[src/rtl/dmem_pkg.sv]
// Shared types and constants for the data-memory arbiter slice.
// The command struct is sized by DMEM_ADDR_W/DMEM_DATA_W; the arbiter parameters default to them.
package dmem_pkg;

    localparam int DMEM_ADDR_W  = 8;
    localparam int DMEM_DATA_W  = 8;
    localparam int STARVE_CNT_W = 4;

    typedef enum logic {
        PORT_CPU  = 1'b0,
        PORT_HOST = 1'b1
    } port_id_e;

    typedef struct packed {
        logic                   we;
        logic [DMEM_ADDR_W-1:0] addr;
        logic [DMEM_DATA_W-1:0] wdata;
    } mem_cmd_t;

    // Ownership of the read currently in the memory pipeline.
    typedef struct packed {
        logic     valid;
        port_id_e port;
    } rsp_tag_t;

endpackage

[src/rtl/dmem_starve_ctr.sv]
// Saturating count of arbitrations the host has lost in a row; raises force_host at the limit.
module dmem_starve_ctr
    import dmem_pkg::*;
#(
    parameter int STARVE_LIMIT = 4
) (
    input  logic                    clk_i,
    input  logic                    rst_ni,
    input  logic                    host_elig_i,
    input  logic                    host_win_i,
    output logic                    force_host_o,
    output logic [STARVE_CNT_W-1:0] wait_cnt_o
);

    localparam logic [STARVE_CNT_W-1:0] LIMIT = STARVE_CNT_W'(STARVE_LIMIT);

    logic [STARVE_CNT_W-1:0] cnt_q, cnt_d;

    assign force_host_o = host_elig_i && (cnt_q == LIMIT);
    assign wait_cnt_o   = cnt_q;

    // A withdrawn or idle host request leaves the count untouched.
    always_comb begin
        cnt_d = cnt_q;
        if (host_win_i) begin
            cnt_d = '0;
        end else if (host_elig_i && (cnt_q != LIMIT)) begin
            cnt_d = cnt_q + STARVE_CNT_W'(1);
        end
    end

    always_ff @(posedge clk_i or negedge rst_ni) begin
        if (!rst_ni) begin
            cnt_q <= '0;
        end else begin
            cnt_q <= cnt_d;
        end
    end

endmodule

[src/rtl/dmem_arbiter.sv]
// Two-port arbiter in front of the single-port data memory: cpu has fixed priority,
// the host is guaranteed service after STARVE_LIMIT lost arbitrations.
module dmem_arbiter
    import dmem_pkg::*;
#(
    parameter int ADDR_W       = DMEM_ADDR_W,
    parameter int DATA_W       = DMEM_DATA_W,
    parameter int STARVE_LIMIT = 4
) (
    input  logic              clk,
    input  logic              reset,
    input  logic              cpu_req,
    input  logic              cpu_we,
    input  logic [ADDR_W-1:0] cpu_addr,
    input  logic [DATA_W-1:0] cpu_wdata,
    output logic              cpu_gnt,
    output logic              cpu_rvalid,
    input  logic              host_req,
    input  logic              host_we,
    input  logic [ADDR_W-1:0] host_addr,
    input  logic [DATA_W-1:0] host_wdata,
    output logic              host_gnt,
    output logic              host_rvalid,
    output logic [DATA_W-1:0] rdata,
    output logic              mem_en,
    output logic              mem_we,
    output logic [ADDR_W-1:0] mem_addr,
    output logic [DATA_W-1:0] mem_wdata,
    input  logic [DATA_W-1:0] mem_rdata
);

    // Handshake: a requester holds req with a stable command until it sees gnt, a one-cycle pulse
    // in the cycle its command is on the memory bus; dropping req before gnt withdraws the request.
    logic                    cpu_elig, host_elig;
    logic                    force_host, host_win, cpu_win, any_win;
    logic [STARVE_CNT_W-1:0] wait_cnt;
    mem_cmd_t                cpu_cmd, host_cmd, win_cmd;

    logic                    cpu_gnt_q, host_gnt_q;
    logic                    mem_en_q, mem_we_q;
    logic [ADDR_W-1:0]       mem_addr_q;
    logic [DATA_W-1:0]       mem_wdata_q;
    rsp_tag_t                tag_q, tag_d;

    // A request being granted this cycle was already served; it only competes again next cycle.
    assign cpu_elig  = cpu_req  && !cpu_gnt_q;
    assign host_elig = host_req && !host_gnt_q;

    assign host_win = force_host || (host_elig && !cpu_elig);
    assign cpu_win  = cpu_elig && !host_win;
    assign any_win  = cpu_win || host_win;

    assign cpu_cmd  = '{we: cpu_we,  addr: cpu_addr,  wdata: cpu_wdata};
    assign host_cmd = '{we: host_we, addr: host_addr, wdata: host_wdata};
    assign win_cmd  = host_win ? host_cmd : cpu_cmd;

    dmem_starve_ctr #(
        .STARVE_LIMIT (STARVE_LIMIT)
    ) u_starve (
        .clk_i        (clk),
        .rst_ni       (reset),
        .host_elig_i  (host_elig),
        .host_win_i   (host_win),
        .force_host_o (force_host),
        .wait_cnt_o   (wait_cnt)
    );

    // The read issued this cycle returns next cycle; remember which port owns it.
    assign tag_d = '{valid: mem_en_q && !mem_we_q,
                     port:  host_gnt_q ? PORT_HOST : PORT_CPU};

    always_ff @(posedge clk or negedge reset) begin
        if (!reset) begin
            cpu_gnt_q   <= 1'b0;
            host_gnt_q  <= 1'b0;
            mem_en_q    <= 1'b0;
            mem_we_q    <= 1'b0;
            mem_addr_q  <= '0;
            mem_wdata_q <= '0;
            tag_q       <= '0;
        end else begin
            cpu_gnt_q  <= cpu_win;
            host_gnt_q <= host_win;
            mem_en_q   <= any_win;
            mem_we_q   <= any_win && win_cmd.we;
            if (any_win) begin
                mem_addr_q  <= win_cmd.addr;
                mem_wdata_q <= win_cmd.wdata;
            end
            tag_q <= tag_d;
        end
    end

    assign cpu_gnt     = cpu_gnt_q;
    assign host_gnt    = host_gnt_q;
    assign mem_en      = mem_en_q;
    assign mem_we      = mem_we_q;
    assign mem_addr    = mem_addr_q;
    assign mem_wdata   = mem_wdata_q;
    assign cpu_rvalid  = tag_q.valid && (tag_q.port == PORT_CPU);
    assign host_rvalid = tag_q.valid && (tag_q.port == PORT_HOST);
    assign rdata       = mem_rdata;

endmodule

[config.mk]
export PLATFORM = sky130hd
export DESIGN_NAME = dmem_arbiter
export DESIGN_NICKNAME = d
export VERILOG_FILES = /design/src/rtl/dmem_pkg.sv /design/src/rtl/dmem_starve_ctr.sv /design/src/rtl/dmem_arbiter.sv
export SDC_FILE = /design/constraint.sdc
export NUM_CORES = 1
export LEC_CHECK = 0
export BUFFER_PORTS_ARGS = -buffer_cell sky130_fd_sc_hd__buf_2
export CAP_MARGIN = 10
export CORE_MARGIN = 2
export CORE_UTILIZATION = 47
export DETAILED_ROUTE_END_ITERATION = 8
export HOLD_SLACK_MARGIN = 0.02
export PLACE_DENSITY = 0.95
export SLEW_MARGIN = 20
export SYNTH_ARGS = -nofsm -noshare
export SYNTH_HDL_FRONTEND = slang
export SYNTH_SLANG_ARGS = --single-unit
export TNS_END_PERCENT = 1
[constraint.sdc]
create_clock -name clk -period 2.55 [get_ports clk]
set_input_delay 0.51 -clock clk [delete_from_list [all_inputs] [get_ports clk]]
set_output_delay 0.51 -clock clk [all_outputs]
set_load 0.03 [all_outputs]
==> impl_metrics.ini, run 1 <==
[yosys]
synth_seq_cells = 26
seq_area_frac_synth_pct = 47.3
syn_avg_cell_area_sq_um = 10.0
syn_inst = 137
syn_nets = 185
yosys_warnings = 0
syn_area_sq_um = 1380
yosysUniqueCellTypes = 29

[setup_path]
r2r-end = mem_wdata[2]
cp_max_fo = 18
worst_ep_arrival_time_ps = 1980
critPathMaxStageDelay_ps = 570
cp_top_family = compound AO/OA/AOI/OAI gates
start_kind = register
cp_num_buf_inv = 1
cp_cell_sequence = inv_1 -> ha_1 -> nand3b_1 -> a21oi_4 -> a221oi_1
r2r_cells = 5
cp_data_required_time_ps = 2700
crit_slowest_cell = a21oi_4
r2r-start = u_starve.wait_cnt_o[0]
cp-end-kind = register
rrSetupSlack_ps = 720
path_class = register to register

[detailed_routing]
totalWireLength_microns = 3030
vias_per_cell = 5.40
dr.pass1.iters = 5
wl_per_cell_microns = 14.0
antenna_left = 0
vias = 1166
drtIter0Drc = 21
drc_errors = 0

[clock_tree]
cts_resized = 0
ctsHoldBuffers = 0
cts_root_buf = clkbuf_4
clock_latency_ps = 310
cts_made_buffers = 3
cts_setup_buffers = 0
clk_pin_slew_ps = 130
clock_path_buffers = 2
h-tree-depth = 1
cts_sinks = 26
cts_tree = done

[die]
die-area_sq_um = 3370
rows = 19
chipWidth_microns = 58.1
die_h_microns = 58.1
core_area_sq_um = 2760
start_util_pct = 49.9
ios = 76

[place]
dpl.hpwl_microns = 2210
place_congestion = 0.822
port_buffers = 59
place_inst = 213

[sta]
rsz0062_at_grt = no
drv_slew = 0
timing.fmax_mhz = 547
worst_pin_slew_ps = 863
clock-skew-final_ps = 1.95
setup-tns-final_ps = 0
period_needed_ps = 1830
min_period_over_period_pct = 71.7
setup_viol = 0
maxSlewHeadroom_pct = 42.5
finalHoldViolCount = 0

[final_layout]
final_core_util_pct = 58.8
n_antenna_cell = 0
final_cell_mix = 59 x buf_2, 36 x inv_1, 26 x dfrtp_1
area_delta_synth_final_pct = 17.8
final_common_cell = buf_2
final_cells = 216
drive_gt1_share_pct = 40.0
nets = 235
multiInputGateArea_sq_um = 470
seqCellArea_sq_um = 651
fillers = 248

[min_path]
hp-class = input pin to async pin

[power]
ir_drop_v = 0.000394
finalPower_mw = 1.02
p_leak_nw = 0.866
powerDensity_nw_per_um2 = 629

[global_routing]
grt.overflow.total = 0
grt_antenna_before_repair = 0
first_global_vias = 1154
grt_pass1_wl_microns = 4960
track_usage_pct = 19.1
grt_max_degree = 27

[job]
maxCapViolCount = 0

[run_status]
status = completed
logic make-up (layout without fill, tap and decap cells):
kind of cell / Yosys count / count (layout) / share of synthesized area (%)
and+or+nand+nor: 34 / 34 / 13.6
buffers and inverters: 51 / 99 / 18.5
adders and majority gates: 2 / 2 / 1.82
DFF: 26 / 26 / 47.3
AOI/OAI and AO/OA: 23 / 23 / 18.1
muxes: 1 / 1 / 0.728
state kept, by name, indices dropped and copies added (netlist names):
name	flops
tag_q	2
host_gnt	1
cpu_gnt	1
mem_wdata	8
mem_en	1
u_starve.wait_cnt_o	4
mem_addr	8
mem_we	1
routing by layer:
metal / routed length (microns) / global-route usage (%)
met5: 0 / 0
met4: 57 / 10.6
met3: 209 / 2.90
met2: 1540 / 32.3
met1: 1230 / 23.2
worst reg2reg max path, delay by kind of cell (launching register included):
| family | cells | cell delay [ps] |
|---|---|---|
| AO/OA/AOI/OAI | 2 | 780 |
| flip-flops | 1 | 440 |
| AND/OR/NAND/NOR | 1 | 190 |
| adder cells (fa/ha/maj) | 1 | 180 |
| buffers and inverters | 1 | 80 |
worst max path at each step:
stage	cells after the start	startpoint	endpoint
final	5	u_starve.wait_cnt_o[0]	mem_wdata[2]
after floorplan	5	host_gnt	mem_we
after detailed placement	4	cpu_req	mem_wdata[2]
after CTS	5	u_starve.wait_cnt_o[0]	mem_wdata[2]
after global routing	5	u_starve.wait_cnt_o[0]	mem_wdata[2]
after global placement	4	cpu_req	mem_wdata[5]
metrics by stage:
step                      cell area, sq um  hold WS, ps  setup slack (ps)
after floorplan                       1380          214              1010
after global placement                1600          413               732
after detailed placement              1600          406               700
after CTS                             1620          183               723
after global routing                  1620          202               579
final                                 1620          163               721
where the power goes:
group / internal [mW] / switching (mW) / total, mW
combinational: 0.118 / 0.223 / 0.342
sequential: 0.469 / 0.0372 / 0.506
clock: 0.0552 / 0.116 / 0.171
total: 0.643 / 0.376 / 1.02
cell usage after synthesis:
library cell	count	area share [%]
a221oi_1	8	5.1
o31a_1	1	0.64
nor3b_1	1	0.55
buf_2	1	0.36
nor3_1	16	5.8
o22ai_1	1	0.46
nand4_1	1	0.46
and2b_2	1	0.64
clkbuf_1	3	0.82
a22o_1	1	0.64
o21ai_0	2	0.73
a221oi_2	8	8.7
nor2_1	1	0.27
ha_1	2	1.8
nand3_1	2	0.73
inv_1	36	9.8
and2_1	1	0.46
nand2b_4	1	1.0
nand3b_1	1	0.55
buf_12	1	1.5
o311ai_0	1	0.64
nand2_1	6	1.6
dfrtp_1	26	47
and2b_1	1	0.55
buf_6	2	1.6
nor2b_1	2	0.91
a21oi_4	1	1.2
buf_4	8	4.4
mux2i_1	1	0.73
area by class of cell:
type | instances | area share (%)
Timing Repair Buffer | 60 | 18.7
Sequential cell | 26 | 40.2
Multi-Input combinational cell | 60 | 29.0
Inverter | 36 | 8.34
Clock buffer | 3 | 1.39
Tap cell | 31 | 2.39
No activity file was read; power rests on OpenSTA's default activity.
==> run 2, diff against run 1 <==
- CORE_UTILIZATION: 47 -> 44
- PLACE_DENSITY: 0.95 -> 0.91
- clock period: 2.55 -> 1.75 ns (I/O delays scaled with it)
==> run 2 against run 1 <==
Non-clock buffer count rose by 2. Maximum frequency grew 14%. Core utilization shrank 3.7 points. Cell count up 2.3%. Clock power grew 76%. Combinational power increased by 45%. Register-to-register slack lost 580 ps. Count of clock-buffer cells in the layout grew 1. Via count fell by 5.4%. Largest cell class unchanged.
==> impl_metrics.ini, run 2 (same netlist as run 1, synthesis figures left out) <==
[run_status]
status = completed

[clock_tree]
cts_sinks = 26
cts_root_buf = clkbuf_4
cts_made_buffers = 3
ctsHoldBuffers = 0
clock_path_buffers = 2
clk_pin_slew_ps = 140
h-tree-depth = 1
cts_setup_buffers = 0
clock_latency_ps = 310
cts_tree = done

[setup_path]
path_class = register to register
cp_data_required_time_ps = 1960
cp-end-kind = register
worst_ep_arrival_time_ps = 1820
cp_max_fo = 18
start_kind = register

[power]
p_leak_nw = 0.884
powerDensity_nw_per_um2 = 927
ir_drop_v = 0.000533
finalPower_mw = 1.53

[sta]
rsz0062_at_grt = no
period_needed_ps = 1610
maxSlewHeadroom_pct = 63.2
drv_slew = 0
setup_viol = 0
setup-tns-final_ps = 0
min_period_over_period_pct = 91.8
timing.fmax_mhz = 623
finalHoldViolCount = 0
worst_pin_slew_ps = 552
clock-skew-final_ps = 3.04

[place]
dpl.hpwl_microns = 2090
port_buffers = 59
place_congestion = 0.869

[final_layout]
final_common_cell = buf_2
nets = 237
drive_gt1_share_pct = 41.5
n_antenna_cell = 0
area_delta_synth_final_pct = 20.2
final_cell_mix = 59 x buf_2, 36 x inv_1, 26 x dfrtp_1

[global_routing]
track_usage_pct = 16.4
grt_max_degree = 27
grt.overflow.total = 0
grt_pass1_wl_microns = 4440
first_global_vias = 1091
grt_antenna_before_repair = 0

[die]
ios = 76
die_h_microns = 59.9
chipWidth_microns = 59.9
core_area_sq_um = 3000
start_util_pct = 45.8
die-area_sq_um = 3590
rows = 20

[detailed_routing]
vias = 1103
dr.pass1.iters = 4
drc_errors = 0
wl_per_cell_microns = 12.4
drtIter0Drc = 14
vias_per_cell = 4.99
antenna_left = 0
totalWireLength_microns = 2740

[job]
maxCapViolCount = 0

[min_path]
hp-class = input pin to async pin
## run 2: changes by cell type in the layout (fill, tap and decap cells not counted), sizes merged
cell    delta
buf        +2
clkbuf     +1
## run 2: area by class of cell
cell class | count | area (sq um)
clock buffers | 4 | 36.3
well taps | 33 | 41.3
repair buffers | 62 | 318
multi-input cells | 60 | 472
inverters | 36 | 135
flip-flops and latches | 26 | 651
fillers | 289 | 1350
## run 2: repair_timing
item	in CTS	in global routing
endpoints found under the hold margin	0	0
resized for setup	1	0
endpoints found under the setup margin	4	0
## run 2: through the flow
stage                     setup WS (ps)  area (sq um)  hold WS [ps]  cells  util (%)
after floorplan                     208          1380          54.4    137         -
after global placement             39.5          1620           372    217      53.8
after detailed placement           6.31          1620           373    217      53.8
after CTS                           163          1650          20.9    221      55.0
after global routing               56.3          1650          41.0    221      55.0
final                               144          1650         0.129    221      55.0
## run 2: worst max-delay path, cell delays in order, from the launching register on
cell	delay, ps
dfrtp_1	450
inv_1	80
ha_1	160
nand2_1	50
o31a_2	450
a221oi_1	320
## run 2: path summary, 6_finish.rpt
| path | startpoint | endpoint | slack (ps) | depth (start not counted) |
|---|---|---|---|---|
| min in group clk | cpu_we | mem_we | 240 | 2 |
| max reg2reg | u_starve.wait_cnt_o[0] | mem_wdata[3] | 140 | 5 |
| min reg2reg | mem_we | tag_q[1] | 430 | 1 |
| max in group asynchronous | reset | mem_addr[0] | 1390 | 1 |
| max | u_starve.wait_cnt_o[0] | mem_wdata[3] | 140 | 5 |
| min | reset | tag_q[1] | 0.1 | 1 |
## run 2: report_power, final
| group | switching [mW] | internal (mW) |
|---|---|---|
| Combinational | 0.319 | 0.177 |
| Clock | 0.174 | 0.127 |
| Sequential | 0.0520 | 0.683 |
## run 2: layer usage
metal	GRT usage, %	wire length (microns)
met1	19.1	1090
met2	30.0	1470
met3	2.60	154
met4	6.35	23
met5	0	0
